===== config.mk =====
export PLATFORM = sky130hd
export DESIGN_NAME = round_robin_encoder_32
export DESIGN_NICKNAME = d
export VERILOG_FILES = /design/src/rtl/round_robin_encoder_32.sv
export SDC_FILE = /design/constraint.sdc
export NUM_CORES = 1
export LEC_CHECK = 0
export ABC_AREA = 1
export BUFFER_PORTS_ARGS = -buffer_cell sky130_fd_sc_hd__buf_2
export CAP_MARGIN = 40
export CORE_MARGIN = 2
export CORE_UTILIZATION = 63
export DETAILED_ROUTE_END_ITERATION = 10
export HOLD_SLACK_MARGIN = 0.12
export PLACE_DENSITY = 0.83
export REMOVE_ABC_BUFFERS = 1
export SYNTH_ARGS = -nofsm -noshare
export SYNTH_HDL_FRONTEND = slang
export SYNTH_SLANG_ARGS = --single-unit
export TNS_END_PERCENT = 50

===== constraint.sdc =====
create_clock -name Clock_In -period 5.3 [get_ports Clock_In]
set_input_delay 0.795 -clock Clock_In [delete_from_list [all_inputs] [get_ports Clock_In]]
set_output_delay 0.795 -clock Clock_In [all_outputs]
set_load 0.005 [all_outputs]

===== src/rtl/round_robin_encoder_32.sv =====
// round_robin_encoder_32: 32-channel round-robin arbiter whose outputs feed a
// downstream 5:32 decoder (Grant_Valid_Out = enable, Grant_Index_Out = code).
// A grant is held until Release_In, until Enable_In drops, or until it has
// lasted HOLD_LIMIT cycles. A forced release pulses Timeout_Out for one cycle.
module round_robin_encoder_32 #(
  parameter int unsigned HOLD_LIMIT = 16  // legal range 1..255
) (
  input  logic        Clock_In,
  input  logic        Reset_n_In,
  input  logic        Enable_In,
  input  logic [31:0] Request_In,
  input  logic        Release_In,
  output logic        Grant_Valid_Out,
  output logic [4:0]  Grant_Index_Out,
  output logic        Timeout_Out
);

  localparam logic [7:0] HOLD_LAST = 8'(HOLD_LIMIT - 1);

  typedef enum logic {
    IDLE,
    GRANTED
  } state_t;

  state_t      state_q, state_d;
  logic [4:0]  ptr_q, ptr_d;
  logic [7:0]  hold_q, hold_d;
  logic        valid_q, valid_d;
  logic [4:0]  index_q, index_d;
  logic        timeout_q, timeout_d;

  logic        req_found;
  logic [4:0]  req_sel;
  logic [4:0]  probe;

  // Find the first requesting channel at or above the pointer, wrapping 31->0.
  always_comb begin
    req_found = 1'b0;
    req_sel   = '0;
    probe     = '0;
    for (int unsigned i = 0; i < 32; i++) begin
      probe = ptr_q + i[4:0];
      if (!req_found && Request_In[probe]) begin
        req_found = 1'b1;
        req_sel   = probe;
      end
    end
  end

  // Next-state logic for the grant FSM, pointer, hold counter and outputs.
  always_comb begin
    state_d   = state_q;
    ptr_d     = ptr_q;
    hold_d    = hold_q;
    valid_d   = valid_q;
    index_d   = index_q;
    timeout_d = 1'b0;
    unique case (state_q)
      IDLE: begin
        // Release_In is ignored here; index keeps its last value.
        valid_d = 1'b0;
        if (Enable_In && req_found) begin
          state_d = GRANTED;
          index_d = req_sel;
          valid_d = 1'b1;
          hold_d  = '0;
        end
      end
      GRANTED: begin
        // Priority: explicit release, then forced release, then enable drop.
        if (Release_In) begin
          state_d = IDLE;
          valid_d = 1'b0;
          ptr_d   = index_q + 5'd1;
        end else if (hold_q == HOLD_LAST) begin
          state_d   = IDLE;
          valid_d   = 1'b0;
          ptr_d     = index_q + 5'd1;
          timeout_d = 1'b1;
        end else if (!Enable_In) begin
          state_d = IDLE;
          valid_d = 1'b0;
        end else begin
          hold_d = hold_q + 8'd1;
        end
      end
      default: begin
        state_d = IDLE;
        valid_d = 1'b0;
      end
    endcase
  end

  // State and output registers, cleared asynchronously by reset.
  always_ff @(posedge Clock_In or negedge Reset_n_In) begin
    if (!Reset_n_In) begin
      state_q   <= IDLE;
      ptr_q     <= '0;
      hold_q    <= '0;
      valid_q   <= 1'b0;
      index_q   <= '0;
      timeout_q <= 1'b0;
    end else begin
      state_q   <= state_d;
      ptr_q     <= ptr_d;
      hold_q    <= hold_d;
      valid_q   <= valid_d;
      index_q   <= index_d;
      timeout_q <= timeout_d;
    end
  end

  assign Grant_Valid_Out = valid_q;
  assign Grant_Index_Out = index_q;
  assign Timeout_Out     = timeout_q;

endmodule


==> results.txt <==
----------------------------------------------------
[Status]
  Result of the run ... completed

[Global route]
  Wire length of the first global-routing pass ... 29.4 mm
  Initial antenna violation count ... 0
  Pin count of the biggest net entering global routing ... 35
  GRT Util Overall ... between 40% and 50%
  Sum of overflow across all layers after global routing ... 0
  Number of global-route vias before repair ... just under 6,000

[Detailed routing]
  Via density ... between 6 and 7
  Routed WL ... between 15 and 20 mm
  Via total after detailed routing ... 6,792
  Routed length on met3 ... 2.70 mm
  Number of routed nets with antenna violations ... 0
  Post-route DRC ... 0
  Met1 WL ... 7.23 mm
  Met2 wirelength from detailed routing ... 7.95 mm
  Routed length per placed instance ... 17.1 microns
  DRT iter0 DRCs ... 803
  Number of detailed-routing iterations run before antenna repair ... 6
  Max Used Layer ... met4

[CTS]
  Post-CTS clock slew at the launch and capture registers of the worst setup and hold paths ... 80 ps
  Insertion delay of the later-clocked pin in the worst-skew pair ... 270 ps
  TritonCTS buffer count ... 3
  Number of sinks on the clock net ... 21
  Number of buffers on the longest clock path ... 2
  H-tree level count ... 1
  CTS tree ... built
  Clk Tree Root Cell ... clkbuf_8
  # hold bufs at CTS ... 0

[STA]
  Relative max-transition margin ... 40.5%
  Max Slew Vio Count ... 0
  Minimum clock period after layout ... between 4000 and 5000 ps
  Final Cycle Share ... a little over nine tenths
  Final hold violation count ... 0
  Max Clock Skew ... 8.69 ps
  Post-route setup TNS ... 0 ps
  Number of setup violations in the final report ... 0
  Transition time of the tightest slew-check pin ... 888 ps
  Fmax ... 0.201 GHz
  Hold Worst Slack ... 467 ps

[Final layout]
  Core occupancy in the finished layout ... 71.8%
  Number of diodes added for antenna fixing ... 0
  Layout Nets ... 1,057
  Share of layout cells above drive strength 1 ... between 10% and 20%
  Post-route standard cell area excluding fillers ... ~5600 sq um
  Synth-to-layout area growth ... 8.98%

[Synthesis]
  Mean Syn Cell Area ... around 5.3 sq um
  Main flop type after synthesis ... dfrtp_1
  Count of flip-flops with a built-in enable after synthesis ... 0
  Netlist area before placement ... 5140 sq um
  Yosys Warn Count ... 0
  Cell taking the most area after synthesis ... nand3_1
  Top post-synthesis cells by area ... nand3_1 22%, nand2_1 20%, dfrtp_1 10%
  FF+latch count, synth ... 21
  Async S/R FF share, synth ... 100%
  Seq/Total Area, Yosys ... between 10% and 20%
  Number of distinct library cells after synthesis ... 43
  Proportion of netlist area held by the largest area contributor ... 22.2%
  Syn Inst Count ... 962

[Floorplan]
  Die area ... 8900 sq um
  Number of ports placed on the die boundary ... between 40 and 50
  Placeable core region ... 7810 sq um
  Number of cell rows ... 32
  Initial Utilization ... 65.8%
  Die Ht ... ~94 microns
  Width of the die ... 94.3 microns

[Placed design]
  Placed inst area ... 5430 sq um
  HPWL after detailed placement ... around 15 mm
  Routability cong. ... between 1 and 1.5
  Count of input and output buffers ... between 40 and 50

[Worst setup path]
  Critical path startpoint category ... flop
  Cell depth of the worst flop-to-flop path ... 29
  Critical path buffer and inverter count ... 2
  Source of the critical timing path ... ptr_q[1]
  Data arrival at the endpoint of the critical path ... 5130 ps
  Critical Path Most Common Cell ... nor2_4
  Family of cells with the greatest summed delay on the critical path ... simple AND/OR/NAND/NOR gates
  Setup crit end kind ... flop
  R2R Path Start ... ptr_q[1]
  RR Endpoint ... hold_q[6]
  Critical path peak fanout ... 17
  Path type of the worst setup path ... flop to flop
  Critical path's slowest cell ... dfrtp_1
  Largest stage delay, worst path ... 400 ps
  Required arrival time at the worst endpoint ... 5460 ps
  Worst path depth ... 29
  Register-to-Register Setup Slack ... 340 ps
  Capturing instance or port of the critical path ... hold_q[6]

[Worst hold path]
  Worst min path class ... input pin to asynchronous set/reset pin

[Run]
  Count of maximum capacitance violations ... 0

----------------------------------------------------
[metrics by stage]
step                      worst slack, ps  instances
final                                 337       1108
after global routing                -8.57       1108
after CTS                             212       1095
after detailed placement              218       1091
after global placement                330       1091
after floorplan                      -130        931
[cell families (layout without fill, tap and decap cells)]
family	after synthesis	after routing	share of synthesized area, %
flops	21	21	10.2
simple gates	709	709	64.4
xor+xnor	23	23	4.06
compound gates	63	63	7.30
buf+inv	132	176	10.6
fa+ha+maj	14	14	3.41
[placed cells by master, fill, tap and decap left out, types with 11 or more instances in the layout]
cell | synthesis | layout
xor2_1 | 16 | 16
ha_1 | 14 | 14
buf_4 | 3 | 27
nor2_1 | 127 | 127
inv_1 | 88 | 87
o21ai_0 | 26 | 26
nand4_1 | 29 | 29
nor3_1 | 14 | 13
nand3_1 | 228 | 228
dfrtp_1 | 21 | 20
buf_2 | 18 | 42
nand2_1 | 278 | 278
a21oi_1 | 11 | 11
[registers in the layout (all words and copies together) (netlist names)]
register	cells
ptr_q	5
Timeout_Out	1
Grant_Index_Out	5
hold_q	8
state_q	1
Grant_Valid_Out	1
[cell usage after synthesis, types with 5 or more instances]
library cell / instances
nand2_1: 278
nand3_1: 228
nor2_1: 127
inv_1: 88
nand4_1: 29
o21ai_0: 26
dfrtp_1: 21
buf_2: 18
xor2_1: 16
ha_1: 14
nor3_1: 14
a21oi_1: 11
inv_2: 11
a31oi_1: 8
nor2_4: 8
clkbuf_1: 7
nand4_4: 6
xnor2_1: 6
o21ai_1: 5
[cell type report]
type | count | area [sq um]
Fill cell | 769 | 2200
Clock buffer | 3 | 41.3
Clock inverter | 1 | 5.00
Inverter | 101 | 389
Sequential cell | 21 | 527
Timing Repair Buffer | 70 | 424
Multi-Input combinational cell | 809 | 4080
Timing Repair inverter | 1 | 7.51
Tap cell | 102 | 128
[how the worst min path moves through the flow]
| stage | endpoint | depth (start not counted) | start | slack (ps) |
|---|---|---|---|---|
| after floorplan | hold_q[0] | 1 | hold_q[0] | 470 |
| after global placement | Grant_Valid_Out | 2 | Grant_Valid_Out | 460 |
| after CTS | hold_q[0] | 1 | Reset_n_In | 480 |
| final | hold_q[0] | 1 | Reset_n_In | 470 |
| after detailed placement | Grant_Valid_Out | 2 | Grant_Valid_Out | 490 |
| after global routing | hold_q[0] | 1 | Reset_n_In | 500 |
[layer usage]
layer / global-route usage [%] / vias up
li1: - / 3277
met1: 55.8 / 2932
met2: 65.5 / 498
met3: 11.3 / 85
met4: 21.4 / 0
met5: 0 / -
[timing repair]
action | 4_1_cts | 5_1_grt
setup endpoints to repair | 0 | 15
gates resized for setup | 0 | 9
buffers inserted | 0 | 12
Power is not shown: default switching activity piles up to over one toggle a cycle in this logic, so the estimate is an artifact.
